$ cat src/rtl/mem_pkg.sv
// Shared definitions for the memory bus arbiter: bus commands, default I/O map,
// FSM state encoding and requester identifiers.
package mem_pkg;

  typedef enum logic [1:0] {
    MNONE  = 2'b00,
    MWRITE = 2'b01,
    MREAD  = 2'b10
  } mem_cmd_e;

  typedef enum logic [1:0] {
    IDLE    = 2'b00,
    ACCESS  = 2'b01,
    RD_WAIT = 2'b10,
    DONE    = 2'b11
  } arb_state_e;

  localparam logic [8:0] LED_ADDR_DEF = 9'h100;
  localparam logic [8:0] SW_ADDR_DEF  = 9'h140;

  localparam logic PORT_A = 1'b0;
  localparam logic PORT_B = 1'b1;

  // 2'b11 is treated as MNONE, so only the two real commands count as requests.
  function automatic logic is_req(input logic [1:0] cmd);
    return (cmd == MWRITE) || (cmd == MREAD);
  endfunction

endpackage

$ cat src/rtl/rr_arb2.sv
// Two-way round-robin pick: a lone requester wins, a tie goes to the port
// that was not granted last.
module rr_arb2
  import mem_pkg::*;
(
  input  logic req_a,
  input  logic req_b,
  input  logic last_grant,
  output logic grant
);

  // NOTE: every always_comb output gets a default first, so no path can infer a latch.
  always_comb begin
    grant = PORT_A;
    if (req_a && req_b) begin
      grant = (last_grant == PORT_A) ? PORT_B : PORT_A;
    end else if (req_b) begin
      grant = PORT_B;
    end
  end

endmodule

$ cat src/rtl/mem_bus_arbiter.sv
// Shares the 256x16 single-port RAM and the LED/switch I/O between a CPU port (A)
// and a debug/loader port (B); one transaction per grant, round-robin between ports.
module mem_bus_arbiter
  import mem_pkg::*;
#(
  parameter logic [8:0] LED_ADDR = LED_ADDR_DEF,
  parameter logic [8:0] SW_ADDR  = SW_ADDR_DEF
) (
  input  logic        clk,
  input  logic        reset,
  input  logic [1:0]  a_cmd,
  input  logic [8:0]  a_addr,
  input  logic [15:0] a_wdata,
  output logic [15:0] a_rdata,
  output logic        a_ack,
  input  logic [1:0]  b_cmd,
  input  logic [8:0]  b_addr,
  input  logic [15:0] b_wdata,
  output logic [15:0] b_rdata,
  output logic        b_ack,
  output logic [7:0]  ram_addr,
  output logic        ram_write,
  output logic [15:0] ram_din,
  input  logic [15:0] ram_dout,
  input  logic [7:0]  sw,
  output logic [7:0]  led,
  output logic        busy
);

  arb_state_e  state, state_nxt;
  logic        owner, last_grant, grant;
  logic        lat_write;
  logic [8:0]  lat_addr;
  logic [15:0] lat_wdata;
  logic        req_a, req_b;
  logic        rd_load;
  logic [15:0] rd_value;

  assign req_a = is_req(a_cmd);
  assign req_b = is_req(b_cmd);

  rr_arb2 u_arb (
    .req_a      (req_a),
    .req_b      (req_b),
    .last_grant (last_grant),
    .grant      (grant)
  );

  // The RAM bus is driven straight from the latched command, so requester
  // changes after the IDLE cycle never reach the memory.
  assign ram_addr = lat_addr[7:0];
  assign ram_din  = lat_wdata;
  assign busy     = (state != IDLE);

  always_comb begin
    state_nxt = state;
    ram_write = 1'b0;
    a_ack     = 1'b0;
    b_ack     = 1'b0;
    rd_load   = 1'b0;
    rd_value  = ram_dout;
    case (state)
      IDLE: begin
        if (req_a || req_b) state_nxt = ACCESS;
      end
      ACCESS: begin
        if (!lat_addr[8]) begin
          ram_write = lat_write;
          state_nxt = lat_write ? DONE : RD_WAIT;
        end else begin
          rd_load   = !lat_write;
          rd_value  = (lat_addr == SW_ADDR) ? {{8{sw[7]}}, sw} : 16'h0000;
          state_nxt = DONE;
        end
      end
      RD_WAIT: begin
        rd_load   = 1'b1;
        state_nxt = DONE;
      end
      DONE: begin
        a_ack     = (owner == PORT_A);
        b_ack     = (owner == PORT_B);
        state_nxt = IDLE;
      end
      default: state_nxt = IDLE;
    endcase
  end

  // NOTE: sequential state uses non-blocking assignments so every register samples pre-edge values.
  always_ff @(posedge clk) begin
    if (!reset) begin
      state      <= IDLE;
      owner      <= PORT_A;
      last_grant <= PORT_B;
      lat_write  <= 1'b0;
      lat_addr   <= '0;
      lat_wdata  <= '0;
      a_rdata    <= '0;
      b_rdata    <= '0;
      led        <= '0;
    end else begin
      state <= state_nxt;
      if (state == IDLE && (req_a || req_b)) begin
        owner     <= grant;
        lat_write <= (grant == PORT_A) ? (a_cmd == MWRITE) : (b_cmd == MWRITE);
        lat_addr  <= (grant == PORT_A) ? a_addr : b_addr;
        lat_wdata <= (grant == PORT_A) ? a_wdata : b_wdata;
      end
      if (state == ACCESS && lat_write && lat_addr[8] && lat_addr == LED_ADDR) begin
        led <= lat_wdata[7:0];
      end
      if (rd_load) begin
        if (owner == PORT_A) a_rdata <= rd_value;
        else                 b_rdata <= rd_value;
      end
      if (state == DONE) last_grant <= owner;
    end
  end

endmodule

$ cat config.mk
export PLATFORM = sky130hd
export DESIGN_NAME = mem_bus_arbiter
export DESIGN_NICKNAME = d
export VERILOG_FILES = /design/src/rtl/mem_pkg.sv /design/src/rtl/rr_arb2.sv /design/src/rtl/mem_bus_arbiter.sv
export SDC_FILE = /design/constraint.sdc
export NUM_CORES = 1
export LEC_CHECK = 0
export BUFFER_PORTS_ARGS = -buffer_cell sky130_fd_sc_hd__buf_2
export CORE_UTILIZATION = 40
export CTS_CLUSTER_SIZE = 30
export DETAILED_ROUTE_END_ITERATION = 16
export PLACE_DENSITY = 0.65
export SETUP_SLACK_MARGIN = 0.1
export SKIP_CTS_REPAIR_TIMING = 1
export SYNTH_ARGS = -nofsm -noshare
export SYNTH_HDL_FRONTEND = slang
export SYNTH_SLANG_ARGS = --single-unit
$ cat constraint.sdc
create_clock -name clk -period 2.3 [get_ports clk]
set_clock_uncertainty 0.15 [all_clocks]
set_input_delay 0.345 -clock clk [delete_from_list [all_inputs] [get_ports clk]]
set_output_delay 0.345 -clock clk [all_outputs]
set_load 0.1 [all_outputs]
==> results.cfg <==
[worst_setup_path]
cp_max_fo = 32
reg2reg_to = a_rdata[1]
startpoint_type = register
worstSetupPathType = register to register
reg2reg_depth = 6
critical_path_required_ns = 2.38
r2r_start = state[0]
crit_arrival_ns = 2.13
r2r_slack_ns = 0.25
cp-end-kind = register

[power]
p_int_uw = 2810
combPwrFrac_pct = 56.1
pwr_density_cell_nw_per_um2 = 1330
p_leak_uw = 0.00215
p_sw_share_pct = 55.8
p_clk_share_pct = 16.5
p_seq_share_pct = 27.4
irDropWorstVdd_v = 0.000771
p_total_uw = 6360
p_switching_uw = 3550

[timing]
period_minus_slack_ns = 2.05
period_share_pct = 89.2
finalSetupTns_ns = 0
finalMaxSlewViolations = 0
timing.hold.ws_ns = 0.111
slew_headroom_pct = 64.4
hold_viol = 0
rsz0062_at_grt = no
setup_viol = 0
clock.fmax_mhz = 487
worst_pin_slew_ns = 0.532

[cts]
clk_transition_reported_paths_ns = 0.08
cts_num_sinks = 70
clockBufferDepth = 2
clock_latency_ns = 0.35
numCtsBuffers = 9
cts_tree = yes
cts_root_buffer = clkbuf_8
h-tree-depth = 3

[layout]
num_antenna_cells = 0
area_growth_pct = 27.5
layout_common_cells = buf_2, dfxtp_1, o21ai_0
drive_gt1_share_pct = 38.1
final_common_cell = buf_2
fin_nets = 645

[die]
die_y_um = 98.9
coreArea_um2 = 8890
row_count = 34
dieArea_um2 = 9780
top_level_ports = 148
initial_core_util_pct = 42.2
die_w_um = 98.9

[drt]
drt_iter0_markers = 147
totalWireLength_mm = 10.7
antenna_left = 0
via_count = 3797
drc = 0
wl_per_cell_um = 15.9
viasPerCell = 5.65
firstDrtPassIters = 4

[synth]
syn_area_per_cell_um2 = 8.67
syn_area_um2 = 3750
yosysSeqAreaShare_pct = 37.3
synth_cells = 433
synthMuxAreaShare_pct = 2.40
synthArstFlopShare_pct = 0
synth_top_family_by_area = compound AO/OA/AOI/OAI gates
syn_nets = 519
synthDistinctLibCells = 37
synth_compound_area_share_pct = 32.1
yosys.area_share.simple_pct = 18.9
ys_seq_elements = 70
ys.flop_type = dfxtp_1
synth_edf_count = 0
synth_xor_area_share_pct = 0
yosys_warnings = 0
synth_fa_ha_area_share_pct = 2.00

[global_route]
grt_usage_pct = 22.2
grt_pass1_vias = 3573
grt_max_degree = 79
grt.overflow.total = 0
grt_pass1_wl_mm = 17.5
antenna_found_initial = 0

[placed_design]
port_buffers = 147
place_hpwl_mm = 7.29
gp_congestion = 0.806

[run_status]
status = complete, no violations

[min_path]
hold_path_class = input port to register
hold_depth = 3
hp-start = a_wdata[2]
holdPathEnd = ram_din[2]

[run]
drv_cap = 0
critical path: stages, from the launching register on:
cell      delay (ns)
dfxtp_1         0.40
inv_1           0.10
ha_1            0.35
and4b_1         0.19
buf_4           0.24
o311ai_0        0.41
a21oi_1         0.08
power by group through the flow:
| stage | Combinational [uW] | Sequential, uW | Clock [uW] |
|---|---|---|---|
| floorplan | 1620 | 3080 | 0 |
| global placement | 3530 | 1750 | 0 |
| detailed placement | 3560 | 1760 | 0 |
| CTS | 3570 | 1740 | 1070 |
| global route | 3750 | 1780 | 1110 |
| finish | 3570 | 1740 | 1050 |
kinds of logic after synthesis:
family | count (synthesis)
buffers and inverters | 58
AO/OA/AOI/OAI | 187
AND/OR/NAND/NOR | 103
flip-flops | 70
adder cells (fa/ha/maj) | 6
multiplexers | 9
per-stage QoR:
step	setup WS (ns)	area [um2]	instances	utilization, %
3_5_place_dp	0.274	4570	656	51.4
3_3_place_gp	0.315	4570	656	51.4
4_1_cts	0.135	4780	672	53.8
6_report	0.249	4790	672	53.8
5_1_grt	0.104	4790	672	53.8
2_1_floorplan	0.113	3760	433	-
Yosys cell counts (all sizes together), types with 2 or more instances:
cell    count  share of area [%]
nand2b     17                2.8
a21oi      17                2.4
buf        15                3.0
a21boi      8                1.7
a31oi      44                7.3
nor2        2               0.20
o311ai     16                3.7
inv         7               0.70
dfxtp      70                 37
nand4b      8                2.3
nor2b       3               0.50
o21a       16                3.2
mux2i       9                2.4
and2       11                1.8
a211oi     14                2.8
and4b       2               0.53
nor4b       2                1.3
or3b       26                6.1
clkbuf     35                3.5
nand2      29                2.9
o31ai      16                3.2
ha          6                2.0
o21ai      53                7.1
flip-flops by register name (all words and copies together), names as in the netlist:
name / count
a_rdata: 16
b_rdata: 16
ram_din: 16
lat_addr: 9
led: 8
state: 2
last_grant: 1
lat_write: 1
owner: 1
metal layers:
layer | vias up | part of all wire, % | GRT usage (%)
met4 | 0 | 1.5 | 8.50
met2 | 150 | 45 | 35.3
met5 | - | 0 | 0
met3 | 13 | 6.5 | 4.54
li1 | 1876 | - | -
met1 | 1758 | 47 | 29.7
worst max path at each step:
| stage | startpoint | to | slack [ns] |
|---|---|---|---|
| global placement | a_cmd[0] | lat_addr[8] | 0.32 |
| CTS | state[1] | ram_write | 0.13 |
| floorplan | state[1] | ram_write | 0.11 |
| detailed placement | state[0] | a_rdata[1] | 0.27 |
| global route | state[0] | a_rdata[1] | 0.10 |
| finish | state[0] | a_rdata[1] | 0.25 |
final cells by class:
type | count | area [um2]
fillers | 867 | 4110
multi-input cells | 305 | 2090
flip-flops and latches | 70 | 1400
repair buffers | 165 | 916
clock buffers | 11 | 151
well taps | 108 | 135
clock inverters | 5 | 57.6
inverters | 8 | 30.0
(Power assumes the default switching activity.)
